`config.mk`:
```
export PLATFORM = sky130hd
export DESIGN_NAME = delay_gate_array
export DESIGN_NICKNAME = d
export VERILOG_FILES = /design/src/rtl/delay_gate_pkg.sv /design/src/rtl/delay_gate_ch.sv /design/src/rtl/delay_gate_array.sv
export SDC_FILE = /design/constraint.sdc
export NUM_CORES = 1
export LEC_CHECK = 0
export CAP_MARGIN = 10
export CORE_ASPECT_RATIO = 1.1
export CORE_MARGIN = 3
export CORE_UTILIZATION = 30
export CTS_CLUSTER_SIZE = 16
export DETAILED_ROUTE_END_ITERATION = 10
export PLACE_DENSITY = 0.49
export SLEW_MARGIN = 10
export SYNTH_ARGS = -nofsm -noshare
export SYNTH_HDL_FRONTEND = slang
export SYNTH_SLANG_ARGS = --single-unit
```
`constraint.sdc`:
```
create_clock -name clk -period 2.59 [get_ports clk]
set_input_delay 0.777 -clock clk [delete_from_list [all_inputs] [get_ports clk]]
set_output_delay 0.777 -clock clk [all_outputs]
set_load 0.02 [all_outputs]
```
`src/rtl/delay_gate_pkg.sv`:
```
// Shared types and helpers for the clocked rise/fall/turn-off delay gate array.
// Levels are three-state (0, 1, Z); delays are carried at a fixed maximum width.
package delay_gate_pkg;

    localparam int DLY_W_MAX = 16;

    typedef logic [DLY_W_MAX-1:0] dly_t;

    typedef enum logic {
        ST_IDLE = 1'b0,
        ST_PEND = 1'b1
    } ch_state_e;

    typedef enum logic [1:0] {
        LV_ZERO = 2'b00,
        LV_ONE  = 2'b01,
        LV_HIZ  = 2'b10
    } lvl_e;

    function automatic lvl_e to_lvl(input logic en, input logic d);
        lvl_e lv;
        if (!en) begin
            lv = LV_HIZ;
        end else if (d) begin
            lv = LV_ONE;
        end else begin
            lv = LV_ZERO;
        end
        return lv;
    endfunction

    // The delay is chosen by where the output is heading, not where it comes from.
    function automatic dly_t delay_sel(input lvl_e target, input dly_t rise,
                                       input dly_t fall, input dly_t off);
        dly_t d;
        case (target)
            LV_ONE:  d = rise;
            LV_ZERO: d = fall;
            default: d = off;
        endcase
        return d;
    endfunction

endpackage

```
`src/rtl/delay_gate_ch.sv`:
```
// One inertial delay channel: IDLE/PEND FSM, countdown, and its own delay registers.
// Output level is registered; y/y_oe are decoded from it.
module delay_gate_ch
    import delay_gate_pkg::*;
#(
    parameter int CNT_W    = 4,
    parameter int RISE_DEF = 2,
    parameter int FALL_DEF = 2,
    parameter int OFF_DEF  = 3
) (
    input  logic             clk_i,
    input  logic             rst_i,
    input  logic             d_i,
    input  logic             en_i,
    input  logic             cfg_we_i,
    input  logic [CNT_W-1:0] cfg_rise_i,
    input  logic [CNT_W-1:0] cfg_fall_i,
    input  logic [CNT_W-1:0] cfg_off_i,
    output logic             y_o,
    output logic             y_oe_o,
    output logic             glitch_o,
    output ch_state_e        state_o
);

    ch_state_e        state_q, state_d;
    lvl_e             out_q, out_d;
    lvl_e             tgt_q, tgt_d;
    logic [CNT_W-1:0] cnt_q, cnt_d;
    logic             glitch_q, glitch_d;
    logic [CNT_W-1:0] rise_q, fall_q, off_q;

    lvl_e             tgt_now;
    logic [CNT_W-1:0] dly;
    logic             dly_short;

    assign tgt_now   = to_lvl(en_i, d_i);
    assign dly       = CNT_W'(delay_sel(tgt_now, dly_t'(rise_q), dly_t'(fall_q), dly_t'(off_q)));
    // D of 0 or 1 both mean "next edge", so they skip the PEND state entirely.
    assign dly_short = (dly <= CNT_W'(1));

    always_comb begin
        state_d  = state_q;
        out_d    = out_q;
        tgt_d    = tgt_q;
        cnt_d    = cnt_q;
        glitch_d = 1'b0;
        case (state_q)
            ST_IDLE: begin
                if (tgt_now != out_q) begin
                    if (dly_short) begin
                        out_d = tgt_now;
                    end else begin
                        state_d = ST_PEND;
                        tgt_d   = tgt_now;
                        cnt_d   = dly - CNT_W'(1);
                    end
                end
            end
            ST_PEND: begin
                if (tgt_now == out_q) begin
                    state_d  = ST_IDLE;
                    glitch_d = 1'b1;
                end else if (tgt_now != tgt_q) begin
                    glitch_d = 1'b1;
                    if (dly_short) begin
                        out_d   = tgt_now;
                        state_d = ST_IDLE;
                    end else begin
                        tgt_d = tgt_now;
                        cnt_d = dly - CNT_W'(1);
                    end
                end else if (cnt_q == CNT_W'(1)) begin
                    out_d   = tgt_q;
                    state_d = ST_IDLE;
                end else begin
                    cnt_d = cnt_q - CNT_W'(1);
                end
            end
            default: begin
                state_d = ST_IDLE;
            end
        endcase
    end

    always_ff @(posedge clk_i) begin
        if (rst_i) begin
            state_q  <= ST_IDLE;
            out_q    <= LV_HIZ;
            tgt_q    <= LV_HIZ;
            cnt_q    <= '0;
            glitch_q <= 1'b0;
        end else begin
            state_q  <= state_d;
            out_q    <= out_d;
            tgt_q    <= tgt_d;
            cnt_q    <= cnt_d;
            glitch_q <= glitch_d;
        end
    end

    // A write only changes the registers; an in-flight countdown keeps its value.
    always_ff @(posedge clk_i) begin
        if (rst_i) begin
            rise_q <= CNT_W'(RISE_DEF);
            fall_q <= CNT_W'(FALL_DEF);
            off_q  <= CNT_W'(OFF_DEF);
        end else if (cfg_we_i) begin
            rise_q <= cfg_rise_i;
            fall_q <= cfg_fall_i;
            off_q  <= cfg_off_i;
        end
    end

    assign y_o      = (out_q == LV_ONE);
    assign y_oe_o   = (out_q != LV_HIZ);
    assign glitch_o = glitch_q;
    assign state_o  = state_q;

    a_pend_cnt_nonzero: assert property (@(posedge clk_i) disable iff (rst_i)
        (state_q == ST_PEND) |-> (cnt_q != '0));

endmodule

```
`src/rtl/delay_gate_array.sv`:
```
// Array of independent inertial delay channels with a shared config write port.
// The top only decodes cfg_ch and gathers per-channel status.
module delay_gate_array
    import delay_gate_pkg::*;
#(
    parameter int CHANNELS = 4,
    parameter int CNT_W    = 4,
    parameter int RISE_DEF = 2,
    parameter int FALL_DEF = 2,
    parameter int OFF_DEF  = 3
) (
    input  logic                                            clk,
    input  logic                                            rst,
    input  logic [CHANNELS-1:0]                             d_in,
    input  logic [CHANNELS-1:0]                             en,
    input  logic                                            cfg_we,
    input  logic [(CHANNELS > 1 ? $clog2(CHANNELS) : 1)-1:0] cfg_ch,
    input  logic [CNT_W-1:0]                                cfg_rise,
    input  logic [CNT_W-1:0]                                cfg_fall,
    input  logic [CNT_W-1:0]                                cfg_off,
    output logic [CHANNELS-1:0]                             y,
    output logic [CHANNELS-1:0]                             y_oe,
    output logic [CHANNELS-1:0]                             busy,
    output logic [CHANNELS-1:0]                             glitch
);

    localparam int CH_W = (CHANNELS > 1) ? $clog2(CHANNELS) : 1;

    ch_state_e ch_state [CHANNELS];

    for (genvar i = 0; i < CHANNELS; i++) begin : g_ch
        logic ch_we;

        // Codes at or above CHANNELS match no instance, so such writes fall away.
        assign ch_we = cfg_we && (cfg_ch == CH_W'(i));

        delay_gate_ch #(
            .CNT_W    (CNT_W),
            .RISE_DEF (RISE_DEF),
            .FALL_DEF (FALL_DEF),
            .OFF_DEF  (OFF_DEF)
        ) u_ch (
            .clk_i      (clk),
            .rst_i      (rst),
            .d_i        (d_in[i]),
            .en_i       (en[i]),
            .cfg_we_i   (ch_we),
            .cfg_rise_i (cfg_rise),
            .cfg_fall_i (cfg_fall),
            .cfg_off_i  (cfg_off),
            .y_o        (y[i]),
            .y_oe_o     (y_oe[i]),
            .glitch_o   (glitch[i]),
            .state_o    (ch_state[i])
        );

        assign busy[i] = (ch_state[i] == ST_PEND);
    end

endmodule

```
[Yosys cells after proc, flatten, opt, wreduce, memory -nomap -nowiden]
Cells that the tools add are included.
Cells by class
  add/sub/neg operators: 8
  order comparisons: 4
  equality and inequality tests: 51
  multiplexer cells: 112
  bitwise logic cells: 4
  reductions and logical operators: 25
Operators with widths (count)
  2-bit two-way mux: 40
  4-bit two-way mux: 20
  4-bit case mux with 2 select lines: 8
  3-bit AND reduction: 12
  1-bit two-way mux: 32
  2-bit case mux with 2 select lines: 8
  4-bit by 1-bit subtractor with 4-bit output (second input constant): 8
  2-bit != test (second input constant): 12
  3-bit != test (second input constant): 8
  2-bit by 1-bit == test with 1-bit output (second input constant): 9
  4-bit by 1-bit == test with 1-bit output (second input constant): 4
  4-bit by 1-bit <= comparator with 1-bit output (second input constant): 4
  2-bit != test: 8
  2-bit zero test: 5
  2-bit == test: 4
  2-bit by 1-bit != test with 1-bit output (second input constant): 4
  1-bit case mux with 2 select lines: 4
  2-bit OR reduction: 4
  2-bit == test (second input constant): 2
  1-bit logical AND: 4
  1-bit NOT: 4
Storage, ports and cells
  bits in registers: 88
  bits of input ports: 25
  output and inout port bits: 16
  word-level logic and storage cells: 236

[Longest topological paths before layout]
  word-level depth: 9
  gate-level depth with buffers: 11
  gate-level depth less buffers: 9

[Hierarchy]
From an unflattened synthesis, not the netlist that was laid out.
Unflattened totals
  cell total of the unflattened synthesis: 572
  area, all modules: 5331.4 µm²
Modules (own cells, without submodules)
  delay_gate_ch (g_ch[0].u_ch ...): times used 3, cells each 142, area an instance 1316.3 µm², seq. area each 440.4 µm²
  delay_gate_ch (g_ch[3].u_ch): times used 1, cells each 142, area an instance 1345.0 µm², seq. area each 440.4 µm²
  delay_gate_array: times used 1, cells each 4, area an instance 37.5 µm², seq. area each 0.0 µm²

[Worst setup path after synthesis]
Ideal clock, no wire load.
  path type: input to register
  start point: input d_in[3]
  end point: register g_ch[3].u_ch.out_q[0]
  library setup time: 0.095 ns
  arrival: 2.623 ns
  required time: 2.495 ns
  path slack: -0.128 ns
  cell stages on the path: 8
  path buffers: 1
  cells stage by stage: buf_4 -> mux2_2 -> mux2i_1 -> ha_1 -> nor2_1 -> a2111oi_4 -> o21ai_0 -> a221oi_1
Between the ends
  cells in the longest elaborated chain, start to end: 9
  elaborated cells between the ends (all ways): 18
  classes of those cells: 1 x order compare; 7 x eq/ne; 8 x mux; 2 x reduce/logical
RTL lines
  from (decl): line delay_gate_array.sv:14  | input logic [CHANNELS-1:0] d_in,
  1-bit two-way mux (*): line delay_gate_pkg.sv:24  | end else if (d) begin
  2-bit two-way mux (*): line delay_gate_pkg.sv:22  | if (!en) begin
  2-bit by 1-bit == test with 1-bit output / 2-bit zero test (equally long branches): line delay_gate_pkg.sv:36  | case (target)
  4-bit case mux with 2 select lines: line delay_gate_pkg.sv:36
  4-bit by 1-bit <= comparator with 1-bit output: line delay_gate_ch.sv:39  | assign dly_short = (dly <= CNT_W'(1));
  2-bit two-way mux: line delay_gate_ch.sv:50, delay_gate_ch.sv:65
  2-bit two-way mux: line delay_gate_ch.sv:63  | end else if (tgt_now != tgt_q) begin
  2-bit two-way mux: line delay_gate_ch.sv:60  | if (tgt_now == out_q) begin
  2-bit case mux with 2 select lines: line delay_gate_ch.sv:47  | case (state_q)
  to (signal assigned): line delay_gate_ch.sv:94  | out_q <= out_d;
  to (decl): line delay_gate_ch.sv:26  | lvl_e out_q, out_d;
Every way passes the cells marked *; elsewhere a longest branch is shown, timed or not. The select of a mux whose other input is x is not followed.
A chain may end at the register's enable or synchronous reset.

[Worst setup path after layout]
  start point: input d_in[2]
  end point: register g_ch[2].u_ch.out_q[1]
Between the ends
  cells in the longest elaborated chain, start to end: 9
  elaborated cells between the ends (all ways): 18
  classes of those cells: 1 x order compare; 7 x eq/ne; 8 x mux; 2 x reduce/logical
RTL lines (line)
  1-bit two-way mux (*): delay_gate_pkg.sv:24
  2-bit two-way mux (*): delay_gate_pkg.sv:22
  2-bit by 1-bit == test with 1-bit output / 2-bit zero test (equally long branches): delay_gate_pkg.sv:36
  4-bit case mux with 2 select lines: delay_gate_pkg.sv:36
  4-bit by 1-bit <= comparator with 1-bit output: delay_gate_ch.sv:39
  2-bit two-way mux
  2-bit two-way mux: delay_gate_ch.sv:63
  2-bit two-way mux: delay_gate_ch.sv:60
  2-bit case mux with 2 select lines: delay_gate_ch.sv:47
  to (signal assigned): delay_gate_ch.sv:94
  to (decl): delay_gate_ch.sv:26
Marks and branches as above.

==> results by group <==
Die
  • Starting Density: 0.312
  • Die width: approximately 130 microns
  • Core footprint: 16700 sq um
  • Chip height: between 100 and 150 microns
  • Core Rows: between 40 and 50
  • Die area: between 15000 and 20000 sq um
  • I/O pin cnt: 41

Timing
  • Period utilization: 0.953
  • Slew margin rel.: 0.547
  • Final Hold Viols: 0
  • Post-route minimum period: around 2.5 ns
  • Fmax: slightly above 400 MHz
  • Post-Route Setup TNS: 0 ns
  • Final Max Slew Viols: 0
  • RSZ-0062 raised after global routing: no
  • Setup WS post-layout: approximately 0.12 ns
  • Worst slew pin tran: about 0.68 ns
  • # setup viols final: 0
  • Clk_skew: a little under 0.008 ns

Logic synthesis
  • Number of flops mapped to enable cells by yosys: 0
  • Synthesized net count: ~700
  • Mapped cell area: roughly 5200 sq um
  • Library cells used by synthesis: 73
  • Register area share after synthesis: 0.339
  • Synth Instances: 660
  • Avg Inst Size Synth: slightly below 8 sq um
  • Post-synth top flop: dfxtp_1
  • Post-synthesis register bit count: 88
  • Async S/R FF share, synth: 0
  • Synth warn: 0

Final layout
  • Final net count: slightly below 800
  • N_diodes: 0
  • Fin cells: between 900 and 1k
  • Layout cells sized above 1: 0.202
  • Synth-to-Final Area Change: 28.1%

Global routing
  • Vias in the first global route: just under 5k
  • GRT overflow: 0
  • Met1 Use GR: 0.194
  • Initial antenna violation count: 0
  • GR peak layer: met2
  • Total GRT Usage: 0.155
  • Met3 Usage GRT: 0.0268
  • Largest net degree at the start of global routing: 38
  • First-pass GRT wire length: 24200 microns
  • M2 GR Usage: 0.278

Clock network
  • Sink Count: about 90
  • CTS H-tree lvls: 3
  • Inserted Clock Buffers: 9
  • Clock transition at path regs: about 0.06 ns
  • Hold-fix buffers, CTS: 0
  • CTS tree: built
  • Root buffer cell: clkbuf_16
  • Clk_lat worst skew: between 0.3 and 0.4 ns
  • Clock Tree Buf Depth: 2

Critical path
  • Crit path top cell by count: buf_4
  • Worst Path Required: approximately 2.8 ns
  • CP Cell Sequence: clkdlybuf4s15_1 -> mux2i_1 -> a21oi_1 -> inv_1 -> ha_1 -> nor2_1 -> nand3b_1 -> buf_4 -> buf_4 -> o31ai_1 -> a22oi_1
  • Crit path DAT: 2.68 ns
  • Crit Path Class: in -> reg
  • CP startpoint kind: input port
  • Largest stage delay, worst path: around 0.33 ns
  • Worst setup EP type: flop
  • CP max FO: 9
  • CP max stage cell: clkdlybuf4s15_1

Placed design
  • HPWL after DPL: ~11000 microns
  • Port Buffers: 40
  • Placed Cells incl. Taps: between 900 and 1k
  • Gp weighted congestion: approximately 0.82
  • Place WS: -0.562 ns

Job
  • Max Cap Viol: 0

Power
  • P_int: between 0.002 and 0.003 W
  • Max VDD drop: approximately 0.28 mV
  • Sequential Power Share: 0.409
  • Pleak: 2.68 nW
  • Clock power frac: 0.336
  • Pwr Total: around 0.0037 W
  • Pwr/cell area: around 560 nW/um^2
  • Switching pwr: between 0.001 and 0.0015 W
  • Combinational share of power: 0.254
  • Switch share: 0.313

Routing
  • Residual DRC count: 0
  • Initial drt markers: roughly 260
  • Avg Vias per Cell: 5.02
  • Antenna Violating Nets Remaining: 0
  • First-pass iteration count of the detailed router: 5
  • Avg WL per Cell: 14.8 microns
  • DRT Wirelength: 14600 microns
  • Via count: just under 5k

Min path
  • Path type of the worst min-delay path: reg -> reg

Status
  • Status: completed
[layout make-up]
| class | instances | area, sq um |
|---|---|---|
| Fill cell | 1735 | 10000 |
| Multi-Input combinational cell | 492 | 3150 |
| Sequential cell | 88 | 1760 |
| Timing Repair Buffer | 129 | 1060 |
| Tap cell | 229 | 287 |
| Clock buffer | 10 | 239 |
| Inverter | 31 | 116 |
| Clock inverter | 6 | 42.5 |
[through the flow]
stage               hold WS (ns)  area [sq um]  utilization
floorplan                  0.435          5240            -
global placement           0.443          6300        0.378
detailed placement         0.448          6300        0.378
CTS                        0.458          6640        0.398
global route               0.478          6660        0.400
finish                     0.457          6660        0.400
[placed cells by master, fill, tap and decap left out, types with 3 or more instances in the layout]
cell,n
nand3_1,25
o211ai_1,11
a311oi_1,4
clkbuf_16,9
ha_1,12
o21ai_1,4
a31oi_1,5
nor4_1,3
inv_1,30
a21oi_2,7
nand2_1,117
or4_1,4
a211oi_1,7
o31ai_1,10
o41ai_1,3
nor2_1,39
nor3_1,16
dfxtp_1,88
or2_2,3
nand4_1,3
o21ai_0,15
o221a_2,3
ha_2,4
dlygate4sd2_1,5
xor2_1,4
a21oi_1,56
a21o_1,7
buf_4,88
nor2b_1,7
o22a_1,4
and3_1,8
and2_1,3
a22oi_1,5
nand2b_1,17
a211o_1,4
o22ai_1,6
mux2i_1,19
clkdlybuf4s50_1,31
[flip-flops by register name, summed over array words and instances (netlist names)]
| name | count |
|---|---|
| g_ch.u_ch.rise_q | 16 |
| g_ch.u_ch.fall_q | 16 |
| g_ch.u_ch.state_o | 4 |
| g_ch.u_ch.off_q | 16 |
| g_ch.u_ch.tgt_q | 8 |
| g_ch.u_ch.out_q | 8 |
| g_ch.u_ch.cnt_q | 16 |
| g_ch.u_ch.glitch_o | 4 |
[kinds of logic after synthesis]
logic type	share of synthesized area
mux	0.0520
simple gates	0.231
compound gates	0.250
xor+xnor	0.0147
buf+inv	0.0753
fa+ha+maj	0.0385
flops	0.339
[worst paths after layout]
| path | from | endpoint | slack (ns) | cells after the start |
|---|---|---|---|---|
| hold / removal | g_ch[2].u_ch.fall_q[2]$_SDFFE_PP0P_ | g_ch[2].u_ch.fall_q[2]$_SDFFE_PP0P_ | 0.46 | 2 |
| setup / recovery | d_in[2] | g_ch[2].u_ch.out_q[1]$_SDFFE_PP1P_ | 0.12 | 11 |
| hold reg to reg | g_ch[2].u_ch.fall_q[2]$_SDFFE_PP0P_ | g_ch[2].u_ch.fall_q[2]$_SDFFE_PP0P_ | 0.46 | 2 |
| setup reg to reg | g_ch[0].u_ch.fall_q[0]$_SDFFE_PP0P_ | g_ch[0].u_ch.cnt_q[1]$_SDFFE_PP0P_ | 0.61 | 9 |
[timing repair]
action                     CTS  global route
setup endpoints to repair   30            13
pin swaps                    6             1
resized for setup           19             9
buffers inserted             1             0
[cell usage after synthesis, drive strengths merged (3+ instances only)]
| cell type | number | area [sq um] |
|---|---|---|
| and3 | 8 | 50.1 |
| a211oi | 9 | 67.6 |
| buf | 32 | 211 |
| or3b | 3 | 26.3 |
| nor2b | 7 | 43.8 |
| nor4 | 3 | 18.8 |
| nand4 | 3 | 18.8 |
| mux2 | 3 | 37.5 |
| inv | 30 | 113 |
| o22a | 4 | 35.0 |
| o221a | 3 | 33.8 |
| a311oi | 4 | 35.0 |
| or3 | 3 | 18.8 |
| a211o | 4 | 35.0 |
| mux2i | 22 | 233 |
| nor2 | 41 | 154 |
| nand3 | 25 | 125 |
| nand2 | 117 | 439 |
| nand2b | 17 | 106 |
| or4 | 4 | 30.0 |
| a2111oi | 5 | 82.6 |
| o41ai | 3 | 26.3 |
| a22oi | 5 | 37.5 |
| o211ai | 12 | 95.1 |
| a21oi | 64 | 339 |
| o31ai | 11 | 87.6 |
| o21ai | 20 | 104 |
| clkbuf | 17 | 63.8 |
| or2 | 3 | 18.8 |
| o22ai | 7 | 43.8 |
| ha | 16 | 200 |
| and2 | 3 | 18.8 |
| nor3 | 17 | 85.1 |
| dfxtp | 88 | 1760 |
| a21o | 7 | 52.6 |
| xor2 | 5 | 51.3 |
| a31oi | 5 | 31.3 |
[worst max-delay path, delay by kind of cell]
family | cells | cell delay [ns]
mux | 1 | 0.27
buf+inv | 4 | 0.77
simple gates | 2 | 0.21
fa+ha+maj | 1 | 0.18
compound gates | 3 | 0.48
[per-layer routing]
metal	vias to the layer above	part of all wire
li1	2535	-
met1	2326	0.47
met2	70	0.49
met3	9	0.029
met4	0	0.0098
met5	-	0
[power by group through the flow]
stage,sequential [W],combinational (W),clock [W]
after floorplan,0.00153,0.000611,0
after global placement,0.00156,0.000918,0
after detailed placement,0.00156,0.000936,0
after CTS,0.00153,0.000951,0.00131
after global routing,0.00155,0.00106,0.00136
final,0.00153,0.000952,0.00126
No activity file was read; power rests on OpenSTA's default activity.
